--- config.mk ---
export PLATFORM = sky130hd
export DESIGN_NAME = blake_msg_sched
export DESIGN_NICKNAME = d
export VERILOG_FILES = /design/src/rtl/blake512_pkg.sv /design/src/rtl/blake_sigma_rom.sv /design/src/rtl/blake_msg_sched.sv
export SDC_FILE = /design/constraint.sdc
export NUM_CORES = 2
export LEC_CHECK = 0
export BUFFER_PORTS_ARGS = -buffer_cell sky130_fd_sc_hd__buf_4
export CORE_AREA = 2 2 457 459
export DETAILED_ROUTE_END_ITERATION = 10
export DIE_AREA = 0 0 459 461
export PLACE_DENSITY = 0.46
export RECOVER_POWER = 100
export SYNTH_ARGS = -nofsm -noshare
export SYNTH_HDL_FRONTEND = slang
export SYNTH_HIERARCHICAL = 1
export SYNTH_SLANG_ARGS = --single-unit
--- constraint.sdc ---
create_clock -name clk -period 21.6 [get_ports clk]
set_clock_uncertainty 0.15 [all_clocks]
set_input_delay 1.08 -clock clk [delete_from_list [all_inputs] [get_ports clk]]
set_output_delay 1.08 -clock clk [all_outputs]
set_load 0.1 [all_outputs]
--- src/rtl/blake512_pkg.sv ---
// blake512_pkg: BLAKE-512 round constants, sigma permutation rows, padding bytes and scheduler state type
package blake512_pkg;
  typedef enum logic {IDLE, RUN} state_t;
  localparam logic [7:0] PAD_BEGIN = 8'h80;
  localparam logic [7:0] PAD_END = 8'h01;
  localparam logic [63:0] CB [0:15] = '{
    64'h243F6A8885A308D3, 64'h13198A2E03707344, 64'hA4093822299F31D0, 64'h082EFA98EC4E6C89,
    64'h452821E638D01377, 64'hBE5466CF34E90C6C, 64'hC0AC29B7C97C50DD, 64'h3F84D5B5B5470917,
    64'h9216D5D98979FB1B, 64'hD1310BA698DFB5AC, 64'h2FFD72DBD01ADFB7, 64'hB8E1AFED6A267E96,
    64'hBA7C9045F12C7F99, 64'h24A19947B3916CF7, 64'h0801F2E2858EFC16, 64'h636920D871574E69
  };
  localparam logic [63:0] SIGMA [0:9] = '{
    64'h0123456789ABCDEF, 64'hEA489FD61C02B753, 64'hB8C052FDAE367194, 64'h7931DCBE265A40F8,
    64'h905724AFE1BC683D, 64'h2C6A0B834D75FE19, 64'hC51FED4A0763928B, 64'hDB7EC13950F4862A,
    64'h6FE9B308C2D714A5, 64'hA2847615FB9E3CD0
  };
endpackage

--- src/rtl/blake_sigma_rom.sv ---
// blake_sigma_rom: round (4b) in, sigma row out as 16 nibbles with element 0 in the MSBs; rounds wrap mod 10
module blake_sigma_rom
  import blake512_pkg::*;
(
  input  logic [3:0]  round,
  output logic [63:0] row
);
  assign row = SIGMA[round >= 4'd10 ? round - 4'd10 : round];
endmodule

--- src/rtl/blake_msg_sched.sv ---
// blake_msg_sched: latches a padded message on start&&ready and streams per-lane m0/m1/k0/k1 beats with round/step/last over valid/ready
module blake_msg_sched
  import blake512_pkg::*;
#(
  parameter int NUM_G = 2,
  parameter int ROUNDS = 16,
  parameter int LEN_BITS = 640
) (
  input  logic                  clk,
  input  logic                  rst,
  input  logic                  start,
  input  logic [LEN_BITS-1:0]   msg_in,
  output logic                  ready,
  output logic                  out_valid,
  input  logic                  out_ready,
  output logic [NUM_G*64-1:0]   m0,
  output logic [NUM_G*64-1:0]   m1,
  output logic [NUM_G*64-1:0]   k0,
  output logic [NUM_G*64-1:0]   k1,
  output logic [3:0]            out_round,
  output logic [1:0]            out_step,
  output logic                  out_last
);
  localparam int N = LEN_BITS / 64;
  localparam logic [2:0] LAST_STEP = 3'(8 / NUM_G - 1);
  localparam logic [3:0] LAST_ROUND = 4'(ROUNDS - 1);
  state_t state;
  logic [63:0] w [16];
  logic [63:0] pw [16];
  logic [1023:0] padded;
  logic [3:0] cur_round;
  logic [2:0] cur_step;
  logic [63:0] row;
  logic [NUM_G*64-1:0] nm0, nm1, nk0, nk1;
  logic accept, load, step_wrap;
  assign accept = start && ready;
  assign load = state == RUN && (!out_valid || (out_ready && !out_last));
  assign step_wrap = cur_step == LAST_STEP;
  assign padded = {msg_in, {(1024 - LEN_BITS){1'b0}}};
  always_comb begin
    for (int i = 0; i < 16; i++) pw[i] = padded[1023 - 64*i -: 64];
    pw[N] = {PAD_BEGIN, 56'h0};
    pw[13] = pw[13] | {56'h0, PAD_END};
    pw[15] = 64'(LEN_BITS);
  end
  always_ff @(posedge clk)
    if (accept)
      for (int i = 0; i < 16; i++) w[i] <= pw[i];
  blake_sigma_rom u_sigma (.round(cur_round), .row(row));
  for (genvar j = 0; j < NUM_G; j++) begin : g_lane
    logic [2:0] g;
    logic [63:0] srow;
    logic [3:0] s0, s1;
    assign g = 3'(cur_step * NUM_G + j);
    assign srow = row << {g, 3'b000};
    assign s0 = srow[63:60];
    assign s1 = srow[59:56];
    assign nm0[64*j +: 64] = w[s0];
    assign nm1[64*j +: 64] = w[s1];
    assign nk0[64*j +: 64] = CB[s0];
    assign nk1[64*j +: 64] = CB[s1];
  end
  // cur_round/cur_step point at the next beat to load; the output register is a one-deep stage
  always_ff @(posedge clk) begin
    if (rst) begin
      state <= IDLE;
      ready <= 1'b1;
      out_valid <= 1'b0;
      out_last <= 1'b0;
      out_round <= '0;
      out_step <= '0;
      m0 <= '0;
      m1 <= '0;
      k0 <= '0;
      k1 <= '0;
      cur_round <= '0;
      cur_step <= '0;
    end else begin
      if (accept) begin
        state <= RUN;
        ready <= 1'b0;
        cur_round <= '0;
        cur_step <= '0;
      end
      if (load) begin
        out_valid <= 1'b1;
        m0 <= nm0;
        m1 <= nm1;
        k0 <= nk0;
        k1 <= nk1;
        out_round <= cur_round;
        out_step <= cur_step[1:0];
        out_last <= cur_round == LAST_ROUND && step_wrap;
        cur_step <= step_wrap ? 3'd0 : cur_step + 3'd1;
        cur_round <= step_wrap ? cur_round + 4'd1 : cur_round;
      end else if (out_valid && out_ready) begin
        out_valid <= 1'b0;
        out_last <= 1'b0;
        state <= IDLE;
        ready <= 1'b1;
      end
    end
  end
endmodule

==> metrics.txt <==
post-synth cell types=82; final setup TNS=0 ps; via count=58,186; failing checks=max-capacitance violations, max-slew violations; power per cell area=87.9 mW/mm^2; DR vias/cell=5.87; leakage=29.4 nW; Post-DP Area=0.0741 sq mm; CP top delay family=buffers and inverters; hold_buf cts=0; CTS Root Cell=clkbuf_16; gpl congestion=0.908; gr usage total=30.8%; Hold Slack=299 ps; Hold Crit Class=reg2reg; Reg power frac=40.6%; share of cells above drive strength 1=11.4%; crit-path cells=inv_1 > ha_1 > a21o_1 > o21ai_0 > a21o_1 > mux2i_1 > mux2_1 > clkinvlp_2 > nand2_1 > clkbuf_1 > o22ai_1 > o21ai_0 > a21oi_1; Post-synth EDFFs=640; fmax=72.5 MHz; Critical Path Max Stage Delay=3420 ps; initial antenna violation count=74; post-synthesis sequential element count=1,169; Reg clk slew, reported paths=60 ps; crit path DAT=14,250 ps; Total Power=6.69 mW; fill cell count=21,312; worst-path maximum fanout=51; drt pass-1 iters=6; final cell count without fillers=9,918; H-tree Lvls=4; vias in the first global route=56,372; Psw=2.33 mW; GR Overflow Total=0; Startpoint Class=register; Die Wd=459 um; WL final=341 mm; CORE AREA=0.206 sq mm; TritonCTS clock tree=built; clk sink count=1,169; cts bufs inserted=144; Final Max Tran Viols=1,800; crit path kind=reg2reg; VDD IR-drop max=0.0825 mV; Post-CTS Resized=0; row count=167; Clock Power Share=38.9%; crit path time final=13,800 ps; placed insts=9,616; post-route ant nets=0; first-pass GRT wire length=462 mm; Internal=4.37 mW; clock buffer depth=3; DR WL/cell=34.4 um; Comb pwr share=20.4%; Crit-path slowest cell=nand2_1; final period utilization=63.9%; sequential share of the synthesized area=46.7%; CP Buf/Inv Count=3; area grow syn2layout=19.4%; max cap viols=47; DRT iter0 DRCs=6,292; nature of the critical path endpoint=register; tightest slew margin relative to the limit=-423%; dominant register cell in the synthesized netlist=edfxtp_1; Syn Area/Cell=10.2 sq um; switching share of power=34.7%; Skew-Pair Late Insertion Delay=820 ps; Worst-Margin Slew=7850 ps; number of synthesis warnings=6; finished layout cell area=0.0761 sq mm; die height=461 um; RSZ-0062 raised after global routing=false; dpl hpwl=232 mm; Die ar.=0.212 sq mm; Async SR Flop Fraction=0%; port buffer count=1,164; DRC Markers=0; WP data required=22,060 ps; Final Setup Violations=0; Mapped Nets=6,927; Final Hold Violating Endpoints=0; largest net degree at the start of global routing=163; status=finished, violations left; Post-CTS Setup Inserts=0; Initial Util=30.9%; nets=7,745; Gate Count Post-Synth=6,240; I/O pin count=1,165; post-synthesis instance area=0.0638 sq mm
==> through the flow <==
| stage | util [%] | worst slack (ps) |
|---|---|---|
| global placement | 35.9 | 14830 |
| detailed placement | 35.9 | 14720 |
| floorplan | - | 3220 |
| global route | 36.9 | 7240 |
| finish | 36.9 | 7800 |
| CTS | 38.3 | 14720 |
==> power by group through the flow <==
stage,Combinational [mW],Sequential (mW),Clock (mW)
floorplan,0.411,3.28,0
detailed placement,1.45,2.75,0
CTS,1.45,2.71,2.66
global route,1.43,2.73,2.74
finish,1.37,2.72,2.61
global placement,1.44,2.76,0
==> final cells by class <==
type / count / area [sq um] / area share, %
Multi-Input combinational cell: 4450 / 31100 / 40.9
Sequential cell: 1169 / 29800 / 39.2
Timing Repair Buffer: 1261 / 6530 / 8.58
Clock buffer: 181 / 3990 / 5.24
Tap cell: 2704 / 3380 / 4.44
Clock inverter: 83 / 1050 / 1.38
Inverter: 32 / 144 / 0.189
Antenna cell: 38 / 95.1 / 0.125
==> cells in the mapped netlist (62+ instances only) <==
master,number,area [sq um]
buf_2,164,821
nand2_1,433,1630
edfxtp_1,640,19200
mux2_2,64,721
a21oi_1,453,2270
nor2_1,396,1490
o22ai_1,260,1630
mux2i_1,1301,13000
nor3_1,71,355
clkbuf_1,324,1220
o21ai_0,499,2500
nand3_1,172,861
a22oi_1,138,1040
dfxtp_1,529,10600
a221oi_1,62,543
o211ai_1,125,938
==> cell usage in the layout (no fill, tap or decap), drive strengths merged, types with 50 or more instances in the layout <==
master and count:
nand2 434, a221oi 62, clkbuf 1364, a22oi 138, dfxtp 529, edfxtp 640
nor2 399, buf 78, o22ai 260, o21ai 527, a21oi 455, mux2i 1301
o211ai 125, nand3 172, mux2 65, clkinv 50, nor3 71
==> routing by layer <==
| metal | track usage [%] | wire length, um | vias to the layer above |
|---|---|---|---|
| met4 | 17.3 | 21800 | 20 |
| met3 | 5.89 | 26500 | 727 |
| li1 | - | - | 25261 |
| met5 | 0 | 118 | - |
| met2 | 48.8 | 154000 | 3290 |
| met1 | 39.3 | 138000 | 28888 |
==> cell families (layout without fill, tap and decap cells) <==
kind of cell | Yosys count | after routing | synth area share, %
XOR/XNOR | 1 | 1 | 0.0137
multiplexers | 1384 | 1384 | 22.2
other | 0 | 38 | 0
buffers and inverters | 621 | 1557 | 4.62
adder cells (fa/ha/maj) | 43 | 43 | 0.844
AND/OR/NAND/NOR | 1226 | 1226 | 8.36
AO/OA/AOI/OAI | 1796 | 1796 | 17.2
flip-flops | 1169 | 1169 | 46.7
==> worst min-delay path, delay by kind of cell (launching register included) <==
kind / cells / cell delay [ps]
AOI/OAI and AO/OA: 1 / 50
DFF: 1 / 310
and+or+nand+nor: 1 / 50
==> state kept, by name, summed over array words and instances, names as in the netlist, 2 cells and up <==
register	count
m1	128
cur_round	4
out_step	2
k0	128
out_round	4
w	640
cur_step	3
m0	128
k1	128
==> path summary, 6_finish.rpt <==
path,startpoint,to,slack [ps],depth (start not counted)
worst max-delay path,cur_round[2],m1[80],7800,13
worst min-delay path,k0[108],k0[108],300,2
worst max register to register,cur_round[2],m1[80],7800,13
worst min register to register,k0[108],k0[108],300,2
(Power assumes the default switching activity.)
